**src/rtl/mode_sequencer.sv**
```systemverilog
// N-way mode controller: debounced step button, direct load, per-mode enable/clear, frame mux.
// Optional feature: define MODE_LOCK_EN to honour the lock input.
module mode_sequencer #(
  parameter int NUM_MODES  = 2,
  parameter int MODE_W     = 3,
  parameter int SEG_W      = 64,
  parameter int DEB_CYCLES = 20,
  parameter int CLR_CYCLES = 4
) (
  input  logic                       clk,
  input  logic                       rst,
  input  logic                       step_btn,
  input  logic                       mode_load,
  input  logic [MODE_W-1:0]          mode_in,
  input  logic                       lock,
  input  logic [NUM_MODES*SEG_W-1:0] seg_frames_in,
  output logic [MODE_W-1:0]          mode,
  output logic [NUM_MODES-1:0]       mode_en,
  output logic [NUM_MODES-1:0]       mode_clr,
  output logic                       mode_changed,
  output logic [SEG_W-1:0]           seg_frame_out
);

  localparam int CNT_W = $clog2(DEB_CYCLES);
  localparam int CLR_W = $clog2(CLR_CYCLES + 1);
  localparam logic [CNT_W-1:0]  DEB_LAST  = CNT_W'(DEB_CYCLES - 1);
  localparam logic [MODE_W-1:0] MODE_LAST = MODE_W'(NUM_MODES - 1);
  localparam logic [MODE_W:0]   MODE_LIM  = (MODE_W + 1)'(NUM_MODES);
  localparam logic [CLR_W-1:0]  CLR_INIT  = CLR_W'(CLR_CYCLES);

  logic             sync1, sync2;
  logic             stable, rise, armed;
  logic [CNT_W-1:0] cnt;
  logic             lock_ok, load_ok, step_ok, change;
  logic [MODE_W-1:0] mode_nxt;
  logic [CLR_W-1:0] clr_cnt;
  logic             clr_on;
  logic [SEG_W-1:0] frame_sel, frame_q;

`ifdef MODE_LOCK_EN
  assign lock_ok = ~lock;
`else
  assign lock_ok = ~(lock & 1'b0);
`endif

  // Synchroniser resets high so a button held through reset cannot arm the
  // step path; arming needs the input and the stable level both seen low.
  always_ff @(posedge clk or posedge rst) begin
    if (rst) begin
      sync1  <= 1'b1;
      sync2  <= 1'b1;
      stable <= 1'b0;
      cnt    <= '0;
      rise   <= 1'b0;
      armed  <= 1'b0;
    end else begin
      sync1 <= step_btn;
      sync2 <= sync1;
      rise  <= 1'b0;
      if (sync2 != stable) begin
        if (cnt == DEB_LAST) begin
          stable <= sync2;
          cnt    <= '0;
          rise   <= sync2 & armed;
        end else begin
          cnt <= cnt + 1'b1;
        end
      end else begin
        cnt <= '0;
      end
      if (!sync2 && !stable) armed <= 1'b1;
    end
  end

  // Load has priority over a coincident step; an out-of-range load is ignored.
  always_comb begin
    load_ok  = mode_load && ({1'b0, mode_in} < MODE_LIM) && lock_ok;
    step_ok  = rise && lock_ok;
    mode_nxt = mode;
    change   = 1'b0;
    if (load_ok) begin
      mode_nxt = mode_in;
      change   = (mode_in != mode);
    end else if (step_ok) begin
      mode_nxt = (mode == MODE_LAST) ? '0 : mode + 1'b1;
      change   = 1'b1;
    end
  end

  always_comb begin
    frame_sel = '0;
    mode_en   = '0;
    for (int unsigned k = 0; k < NUM_MODES; k++) begin
      if (mode == MODE_W'(k)) begin
        frame_sel  = seg_frames_in[k*SEG_W +: SEG_W];
        mode_en[k] = 1'b1;
      end
    end
  end

  always_ff @(posedge clk or posedge rst) begin
    if (rst) begin
      mode         <= '0;
      mode_changed <= 1'b0;
      clr_cnt      <= '0;
      frame_q      <= '0;
    end else begin
      mode         <= mode_nxt;
      mode_changed <= change;
      frame_q      <= frame_sel;
      if (change)
        clr_cnt <= CLR_INIT;
      else if (clr_cnt != '0)
        clr_cnt <= clr_cnt - 1'b1;
    end
  end

  // Clear always targets the current (newest) mode; the frame blanks while it runs.
  assign clr_on        = (clr_cnt != '0);
  assign mode_clr      = clr_on ? mode_en : '0;
  assign seg_frame_out = clr_on ? '0 : frame_q;

endmodule

```
**config.mk**
```make
export PLATFORM = sky130hd
export DESIGN_NAME = mode_sequencer
export DESIGN_NICKNAME = d
export VERILOG_FILES = /design/src/rtl/mode_sequencer.sv
export SDC_FILE = /design/constraint.sdc
export NUM_CORES = 1
export LEC_CHECK = 0
export ABC_AREA = 1
export BUFFER_PORTS_ARGS = -buffer_cell sky130_fd_sc_hd__buf_2
export CAP_MARGIN = 20
export CORE_MARGIN = 4
export CORE_UTILIZATION = 41
export CTS_CLUSTER_SIZE = 8
export DETAILED_ROUTE_END_ITERATION = 8
export PLACE_DENSITY = 0.77
export RECOVER_POWER = 100
export SLEW_MARGIN = 10
export SYNTH_ARGS = -nofsm -noshare
export SYNTH_HDL_FRONTEND = slang
export SYNTH_SLANG_ARGS = --single-unit
```
**constraint.sdc**
```tcl
create_clock -name clk -period 2.5 [get_ports clk]
set_clock_uncertainty 0.1 [all_clocks]
set_input_delay 0.25 -clock clk [delete_from_list [all_inputs] [get_ports clk]]
set_output_delay 0.25 -clock clk [all_outputs]
set_load 0.05 [all_outputs]
```
==> key figures <==
Clock tree
  • H-tree depth: 3
  • Postcts setup bufs: 0
  • Hold_buf cts: 64
  • CTS Buf Count: 9
  • Clock root cell: clkbuf_8
  • Clk buf depth: 2
  • Sinks on Clock Net: 81
  • Post-CTS Resized: 0
  • Worst-Skew Late Latency: about 340 ps
  • TritonCTS clock tree: built
  • Clock transition at path regs: roughly 80 ps

Finish
  • Fin nets: just over 900
  • Storage cell area: 2030 um2
  • Layout cells sized above 1: 30.4%
  • Post-route cell area: between 5000 and 6000 um2
  • Layout Cells excl Fill: slightly below 900
  • Fill count: between 700 and 800
  • Antenna Cells: 0
  • Multi-input combinational cell area: 1300 um2
  • Util after Layout: 64.4%
  • P&R area growth vs syn: 49.7%

Routing
  • Avg WL per Cell: between 10 and 15 um
  • DRT Pass-1 Iters: 5
  • Via count: 3,862
  • Met1 WL: roughly 4000 um
  • Routed WL: about 10,000 um
  • Met2 routed WL: roughly 5300 um
  • Met3 WL: a little over 800 um
  • DR iter-0 viols: 168
  • Antenna-violating nets left: 0
  • Top sig layer: met4
  • DRC: 0
  • Vias/cell: approximately 4.4

STA
  • Setup TNS: 0 ps
  • Final Slew Violations: 0
  • Hold slack: roughly 20 ps
  • FMAX: 427 MHz
  • Slew @ Worst Pin: 1420 ps
  • Max transition margin: between 5 and 6%
  • Fin. Hold Viols: 0
  • RSZ-0062 raised after global routing: false
  • Minimum clock period: approximately 2300 ps
  • Period utilization: ~94%
  • Final setup violating endpoints: 0

Run status
  • Status: completed

Die
  • Initial Util: around 43%
  • Core footprint: 8890 um2
  • Die area: approximately 11,000 um2
  • Die width: 105 um
  • Die height: about 100 um
  • Rows: 34
  • I/O pin total: 208

Synth
  • Post-synth cell types: 18
  • Post-Syn Nets: between 600 and 700
  • Register area share after synthesis: a little over half
  • Seq cells post-synth: slightly above 80
  • Avg Cell Area, Syn: 7.62 um2
  • Mapped Cells: between 500 and 600
  • Mapped Area: between 3000 and 4000 um2
  • Warnings, synthesis: 0

Critical path
  • Startpoint Class: flop
  • Reg-to-reg endpoint: frame_q[40]
  • Reg2reg setup slack: roughly 200 ps
  • CP endpoint kind: output pin
  • R2R cell count: 7
  • Worst path required time: around 2200 ps
  • FF-to-FF Start: mode[1]
  • Critical path fanouts, max: 65
  • Kind of critical path: reg2out
  • Worst Path Arrival: between 1500 and 2000 ps

Placement
  • Post-Place Cells: 800
  • Placer Congestion: approximately 0.79
  • Dpl hpwl: about 7100 um
  • Placed cell area: between 4000 and 5000 um2
  • Port Buf Inserts: just over 200

Global route
  • Global route overflow: 0
  • Largest net degree at the start of global routing: 66
  • Antenna violations before repair: 0
  • First-pass GRT wire length: 17,500 um
  • Tot GR Track Use: 19.5%
  • Via count of the first global-routing pass: ~3,900

Worst hold path
  • HP Class: in2reg
  • Worst hold stages: 3
  • Worst Hold End: frame_q[42]
  • Worst hold start: seg_frames_in[106]

Power
  • Leak: 3.47 nW
  • Peak VDD IR: between 0.0004 and 0.0005 V
  • PwrDens: about 830 nW/um2

Run
  • Max Cap Violations: 0
==> critical path, stage by stage (launching register included) <==
cell and delay [ps]:
dfrtp_1 340, inv_1 80, ha_1 230, nand2_2 70
buf_4 530, nor2_1 100, clkbuf_2 270
==> where the power goes <==
part / leakage (nW) / total [mW] / internal [mW] / switching (mW)
Combinational: 2.38 / 2.11 / 0.558 / 1.55
Clock: 0.115 / 1.06 / 0.614 / 0.443
Sequential: 0.976 / 1.57 / 1.50 / 0.0634
==> cells by family after synthesis <==
logic type | share of synthesized area (%)
AO/OA/AOI/OAI | 1.44
XOR/XNOR | 1.14
buffers and inverters | 13.1
AND/OR/NAND/NOR | 29.9
adder cells (fa/ha/maj) | 1.31
flip-flops | 53.0
==> sequential cells by signal, summed over array words and instances (netlist names) <==
register	count
stable	1
clr_cnt	3
armed	1
sync1	1
mode_changed	1
rise	1
cnt	5
sync2	1
frame_q	64
mode	3
==> routing by layer <==
metal  global-route usage (%)  vias to the layer above
li1                         -                     1961
met1                     20.8                     1710
met3                     5.18                       25
met5                        0                        -
met4                     8.06                        0
met2                     36.2                      166
==> final cells by class <==
class                   count  area share (%)
flip-flops and latches     81            35.4
repair buffers            277            30.1
multi-input cells         316            22.7
inverters                  83            5.44
clock buffers              11            2.64
well taps                 108            2.36
clock inverters             5            1.35
==> placed cells by master, fill, tap and decap left out <==
cell	n
a21oi_1	5
buf_12	1
buf_2	147
buf_4	3
bufinv_16	2
clkbuf_1	7
clkbuf_2	54
clkbuf_8	11
clkinv_1	1
clkinv_2	2
clkinvlp_4	1
dfrtp_1	79
dfstp_1	1
dfstp_2	1
dlygate4sd3_1	65
ha_1	4
inv_1	81
inv_2	1
nand2_1	198
nand2_2	11
nand3_1	6
nor2_1	80
o21ai_0	6
or2_2	1
xnor2_1	2
xor2_1	3
==> synthesized netlist by cell type <==
library cell / number / area share [%]
buf_2: 9 / 1.2
inv_1: 80 / 7.8
inv_2: 3 / 0.29
dfstp_2: 2 / 1.4
or2_2: 1 / 0.16
nand2_1: 199 / 20
nor2_1: 80 / 7.8
xor2_1: 3 / 0.69
buf_6: 11 / 3.2
a21oi_1: 5 / 0.65
nand2_2: 10 / 1.6
buf_8: 1 / 0.39
buf_4: 1 / 0.20
ha_1: 4 / 1.3
xnor2_1: 2 / 0.46
dfrtp_1: 79 / 52
o21ai_0: 6 / 0.78
nand3_1: 6 / 0.78
==> how the worst max path moves through the flow <==
| stage | startpoint | to | slack, ps | cells past startpoint |
|---|---|---|---|---|
| after floorplan | rst | armed | 70 | 1 |
| after global placement | clr_cnt[0] | seg_frame_out[2] | 600 | 6 |
| after detailed placement | clr_cnt[0] | seg_frame_out[2] | 530 | 6 |
| after CTS | clr_cnt[0] | seg_frame_out[2] | 140 | 6 |
| after global routing | mode[1] | frame_q[40] | 7 | 7 |
| final | clr_cnt[0] | seg_frame_out[12] | 160 | 6 |
==> per-stage QoR <==
stage | total power, mW | worst slack, ps
final | 4.73 | 156
after global routing | 5.02 | 7.23
after CTS | 4.78 | 137
after detailed placement | 3.58 | 528
after global placement | 3.54 | 596
after floorplan | 3.14 | 73.2
No activity file was read; power rests on OpenSTA's default activity.
